**src/rtl/bcd_pkg.sv**
```systemverilog
// bcd_pkg: definitions shared by both ends of the signed-value display path.
//   state_t     - conversion FSM states (IDLE, CONV, FINISH)
//   bcd_digit_t - one packed BCD digit (4 bits)
//   DIGIT_MAX   - largest legal BCD digit value
//   acc_width() - accumulator width that holds any DIGITS-digit decimal value
package bcd_pkg;

  typedef enum logic [1:0] {
    IDLE   = 2'd0,
    CONV   = 2'd1,
    FINISH = 2'd2
  } state_t;

  typedef logic [3:0] bcd_digit_t;

  localparam bcd_digit_t DIGIT_MAX = 4'd9;

  // Smallest n with 2^n >= 10^digits, so 10^digits - 1 always fits.
  // Never narrower than a digit, so one digit can always be added.
  function automatic int acc_width(input int digits);
    longint unsigned lim;
    int w;
    lim = 64'd1;
    w   = 0;
    for (int i = 0; i < digits; i++) lim = lim * 64'd10;
    while ((64'd1 << w) < lim) w++;
    return (w < 4) ? 4 : w;
  endfunction

endpackage

```
**src/rtl/bcd_to_2c_mac.sv**
```systemverilog
// bcd_digit_mac: combinational decimal shift-and-add step.
//   acc      in  ACC_W  running magnitude
//   digit    in  4      next BCD digit
//   acc_next out ACC_W  acc*10 + digit (an illegal digit contributes 0)
//   bad      out 1      digit is above DIGIT_MAX
module bcd_digit_mac
  import bcd_pkg::*;
#(
  parameter int ACC_W = 14
) (
  input  logic [ACC_W-1:0] acc,
  input  bcd_digit_t       digit,
  output logic [ACC_W-1:0] acc_next,
  output logic             bad
);

  logic [ACC_W-1:0] addend;

  assign bad    = (digit > DIGIT_MAX);
  assign addend = bad ? '0 : ACC_W'(digit);

  // acc*10 as acc*8 + acc*2 keeps this a pair of adders, no multiplier.
  assign acc_next = (acc << 3) + (acc << 1) + addend;

endmodule

```
**src/rtl/bcd_to_2c.sv**
```systemverilog
// bcd_to_2c: sequential sign + packed-BCD to two's-complement decoder.
// One digit per clock, most significant digit first; latency DIGITS+1.
//   clk    in   1         system clock, rising edge
//   reset  in   1         synchronous, active-high
//   start  in   1         request conversion (sampled only when idle)
//   sign   in   1         1 = negative magnitude
//   bcd    in   4*DIGITS  packed BCD magnitude, MSD in the top nibble
//   Dout   out  W         two's-complement result, held until next done
//   done   out  1         one-cycle pulse when Dout/err update
//   busy   out  1         conversion in progress, including the done cycle
//   err    out  1         bad digit or magnitude out of range (Dout forced 0)
module bcd_to_2c
  import bcd_pkg::*;
#(
  parameter int DIGITS = 4,
  parameter int W      = 8
) (
  input  logic                  clk,
  input  logic                  reset,
  input  logic                  start,
  input  logic                  sign,
  input  logic [4*DIGITS-1:0]   bcd,
  output logic signed [W-1:0]   Dout,
  output logic                  done,
  output logic                  busy,
  output logic                  err
);

  localparam int ACC_W = acc_width(DIGITS);
  localparam int IDX_W = (DIGITS > 1) ? $clog2(DIGITS) : 1;
  // Range checks and negation run at the wider of accumulator and output,
  // so neither the limits nor the magnitude get truncated.
  localparam int CMP_W = (ACC_W > W) ? ACC_W : W;
  localparam logic [CMP_W-1:0] MAXN = CMP_W'(1) << (W - 1);
  localparam logic [CMP_W-1:0] MAXP = MAXN - CMP_W'(1);

  function automatic logic range_err(input logic neg, input logic [CMP_W-1:0] mag);
    return neg ? (mag > MAXN) : (mag > MAXP);
  endfunction

  function automatic logic [W-1:0] to_twos(input logic neg, input logic [CMP_W-1:0] mag);
    logic [CMP_W-1:0] r;
    r = neg ? (~mag + CMP_W'(1)) : mag;
    return r[W-1:0];
  endfunction

  state_t              state, state_next;
  logic                sign_q;
  logic [4*DIGITS-1:0] bcd_q;
  logic [ACC_W-1:0]    acc, acc_next;
  logic [IDX_W-1:0]    idx;
  logic                bad_q;
  logic                digit_bad;
  bcd_digit_t          digit;
  logic [CMP_W-1:0]    acc_ext;
  logic                result_err;

  // Digits come from the captured copy so input changes mid-conversion
  // cannot leak into the result.
  assign digit      = bcd_q[4*idx +: 4];
  assign acc_ext    = CMP_W'(acc);
  assign result_err = bad_q | range_err(sign_q, acc_ext);

  bcd_digit_mac #(
    .ACC_W (ACC_W)
  ) u_mac (
    .acc      (acc),
    .digit    (digit),
    .acc_next (acc_next),
    .bad      (digit_bad)
  );

  always_comb begin
    state_next = state;
    case (state)
      IDLE:    if (start) state_next = CONV;
      CONV:    if (idx == '0) state_next = FINISH;
      FINISH:  state_next = IDLE;
      default: state_next = IDLE;
    endcase
  end

  always_ff @(posedge clk) begin
    if (reset) begin
      state  <= IDLE;
      sign_q <= 1'b0;
      bcd_q  <= '0;
      acc    <= '0;
      idx    <= '0;
      bad_q  <= 1'b0;
      Dout   <= '0;
      done   <= 1'b0;
      busy   <= 1'b0;
      err    <= 1'b0;
    end else begin
      state <= state_next;
      done  <= 1'b0;
      case (state)
        IDLE: begin
          // busy follows acceptance; it stays high straight through a
          // back-to-back start issued during the done cycle.
          busy <= start;
          if (start) begin
            sign_q <= sign;
            bcd_q  <= bcd;
            acc    <= '0;
            idx    <= IDX_W'(DIGITS - 1);
            bad_q  <= 1'b0;
          end
        end
        CONV: begin
          acc   <= acc_next;
          bad_q <= bad_q | digit_bad;
          if (idx != '0) idx <= idx - IDX_W'(1);
        end
        FINISH: begin
          done <= 1'b1;
          err  <= result_err;
          Dout <= result_err ? '0 : to_twos(sign_q, acc_ext);
        end
        default: ;
      endcase
    end
  end

endmodule

```
**config.mk**
```make
export PLATFORM = sky130hd
export DESIGN_NAME = bcd_to_2c
export DESIGN_NICKNAME = d
export VERILOG_FILES = /design/src/rtl/bcd_pkg.sv /design/src/rtl/bcd_to_2c_mac.sv /design/src/rtl/bcd_to_2c.sv
export SDC_FILE = /design/constraint.sdc
export NUM_CORES = 1
export LEC_CHECK = 0
export CAP_MARGIN = 20
export CORE_MARGIN = 4
export CORE_UTILIZATION = 55
export CTS_BUF_LIST = sky130_fd_sc_hd__clkbuf_8
export DETAILED_ROUTE_END_ITERATION = 7
export GPL_ROUTABILITY_DRIVEN = 0
export PLACE_DENSITY = 0.85
export SYNTH_ARGS = -nofsm -noshare
export SYNTH_HDL_FRONTEND = slang
export SYNTH_SLANG_ARGS = --single-unit
export TNS_END_PERCENT = 20
```
**constraint.sdc**
```tcl
create_clock -name clk -period 4.7 [get_ports clk]
set_clock_uncertainty 0.15 [all_clocks]
set_input_delay 1.41 -clock clk [delete_from_list [all_inputs] [get_ports clk]]
set_output_delay 1.41 -clock clk [all_outputs]
set_load 0.05 [all_outputs]
```
==> qor.yml <==
tightest_slew_ps: 768.2
rsz0062_at_grt: "false"
grt_pass1_wl_um: 9308
max_freq_ghz: 0.2654
crit_family: "adder cells"
initial_core_util_pct: 56.69
synth_nets: 342
vias: 2169
crit_buf_inv: 1
clk_latency_ps: 300
grt_usage_pct: 18.72
nets: 365
synth_cell_type_count: 45
fillCellCount: 391
worstSetupPathType: "register to register"
drive_above_1_share_pct: 11.56
cts_tree: "built"
row_count: 25
grt_max_degree: 42
ys_top_cells_by_area: "dfxtp_1, ha_1, nand2_1"
slowest_delay_ps: 560
grt_overflow: 0
dr.pass1.iters: 4
yosysMostFrequentCell: "nand2_1"
drcViolationCount: 0
die_x_um: 77.78
crit_fanout: 7
cts_resized: 0
async_reset_ff_share_pct: 0
yosysTopAreaCell: "dfxtp_1"
synth_top_area_share_pct: 35.14
worst_path_max_delay_cell: "mux4_2"
synth_area_per_cell_sq_um: 9.046
portBuffers: 30
die_area_sq_um: 6049
status: "finished, final reports clean"
vias_per_cell: 5.605
cp.arrival_ps: 3810
power_density_nw_per_um2: 265.8
postRouteAntennaNets: 0
cpMostUsedCell: "fa_1"
antenna_found_initial: 0
min_path_cells: 2
reg2reg_slack_ps: 930
ys_ff_latch: 47
r2r_end: "acc[12]$_SDFFE_PP0P_"
multi_input_area_sq_um: 1633
syn2layout_area_growth_pct: 15.75
syn-instance-count: 296
r2r_cells: 11
synth_edf_count: 0
drv_slew: 0
cts.sinks: 47
routed_wl_um: 5377
synth.top_cells.by_count: "nand2_1, dfxtp_1, a21oi_1"
path_clk_slew_ps: 90
yosysSeqAreaShare_pct: 35.14
end_kind: "register"
dr.first_iter.drc_count: 155
boundaryPins: 31
leakagePower_nw: 1.279
fin_crit_sh_pct: 80.16
htree_levels: 2
die_h_um: 77.78
cts_hold_buf: 0
grt_pass1_vias: 2174
slew_headroom_pct: 48.67
setup_viol: 0
hold_viol: 0
cp.required_ps: 4750
period_minus_slack_ps: 3767
critPathLaunchType: "register"
ys.flop_type: "dfxtp_1"
max-cap-violations: 0
regArea_sq_um: 940.9
cts_buffers: 5
timing.rr.start: "idx[0]$_SDFFE_PP0P_"
num_antenna_cells: 0
peakVddDrop_mv: 0.1837
cts_setup_buffers: 0
min-delay-start: "bcd_q[13]$_SDFFE_PP0P_"
setup_tns_ps: 0
hold_path_end: "bcd_q[13]$_SDFFE_PP0P_"
cts_root_buffer: "clkbuf_8"
hp-class: "register to register"
dp_hpwl_um: 4002
yosys_warnings: 0
cts_buffer_depth: 2
core_area_sq_um: 4723
crit_chain: "mux4_2 -> nor2_1 -> nand2_1 -> fa_1 -> inv_1 -> fa_1 -> a211o_1 -> a21oi_2 -> o21ai_1 -> or3_1 -> a32o_1"
syn_area_sq_um: 2678
cp_num_cells: 11
finalPower_uw: 823.7
avgRoutedWirePerCell_um: 13.89
-- through the flow --
stage / instance area [sq um] / utilization, % / hold slack (ps) / instances / worst slack (ps)
floorplan: 2678 / - / 283.1 / 296 / 1152
global placement: 3003 / 63.58 / 294.2 / 379 / 1009
detailed placement: 3003 / 63.58 / 300.0 / 379 / 932.0
CTS: 3099 / 65.62 / 313.4 / 387 / 914.5
global route: 3099 / 65.62 / 336.1 / 387 / 647.7
finish: 3099 / 65.62 / 309.9 / 387 / 932.6
-- kinds of logic (layout without fill, tap and decap cells) --
| kind of cell | after synthesis | count (layout) | synth area share [%] |
|---|---|---|---|
| fa+ha+maj | 26 | 26 | 12.71 |
| mux | 4 | 4 | 3.365 |
| buf+inv | 25 | 49 | 3.879 |
| xor+xnor | 12 | 12 | 3.925 |
| flops | 47 | 47 | 35.14 |
| simple gates | 99 | 99 | 17.66 |
| compound gates | 83 | 83 | 23.32 |
-- worst register-to-register path, delay by kind of cell (launching register included) --
kind / cells / cell delay, ps
mux: 1 / 560
compound gates: 4 / 860
fa+ha+maj: 2 / 950
simple gates: 3 / 540
buf+inv: 1 / 70
flops: 1 / 520
-- worst max path at each step --
stage | slack (ps) | from | endpoint
5_1_grt | 650 | idx[0]$_SDFFE_PP0P_ | acc[12]$_SDFFE_PP0P_
2_1_floorplan | 1150 | idx[0]$_SDFFE_PP0P_ | acc[12]$_SDFFE_PP0P_
3_3_place_gp | 1010 | idx[0]$_SDFFE_PP0P_ | acc[12]$_SDFFE_PP0P_
6_report | 930 | idx[0]$_SDFFE_PP0P_ | acc[12]$_SDFFE_PP0P_
3_5_place_dp | 930 | idx[0]$_SDFFE_PP0P_ | acc[12]$_SDFFE_PP0P_
4_1_cts | 910 | idx[0]$_SDFFE_PP0P_ | acc[12]$_SDFFE_PP0P_
-- per-layer routing --
layer / global-route usage [%] / up-vias / share of wire (%)
met1: 22.54 / 1012 / 45
met3: 2.900 / 7 / 3.3
li1: - / 1105 / -
met4: 6.584 / 0 / 1.1
met5: 0 / - / 0
met2: 33.48 / 45 / 50
-- state kept, by name, indices dropped and copies added (netlist names) --
name and flops:
acc 14, idx 2, Dout 8, done 1, state 2, bad_q 1, bcd_q 16, sign_q 1
err 1, busy 1
-- layout make-up --
cell class	count	area share [%]
tap	67	2.705
timing repair buffer	31	9.931
multi-input combinational	224	52.68
sequential	47	30.36
clock buffer	6	2.665
clock inverter	2	0.4441
inverter	10	1.211
-- report_power, final --
part	total [mW]	switching, mW	internal, mW	leakage, nW
Combinational	0.132	0.0744	0.0578	0.845
Clock	0.257	0.137	0.120	0.0516
Sequential	0.434	0.0181	0.416	0.383
Total	0.824	0.229	0.594	1.28
-- placed cells by master (no fill, tap or decap), types with 2 or more instances in the layout --
master and n:
o31ai_1 2, nand2b_1 3, a21o_1 5, and2_1 2, nor3_1 5, nand3_1 7
dfxtp_1 47, nor2_2 8, or3_1 2, ha_1 24, a22oi_2 8, o21a_1 3
o41ai_2 2, clkbuf_8 6, a211o_1 4, a32o_1 2, o21bai_1 4, a21oi_1 27
nor2b_1 5, nand2_1 48, mux4_2 4, inv_1 10, xor2_1 2, a32oi_1 2
clkdlybuf4s50_1 30, xnor2_1 10, a22o_1 2, nor2_1 12, a22oi_1 3, a211oi_1 6
fa_1 2, o21ai_0 9
No activity file was read; power rests on OpenSTA's default activity.
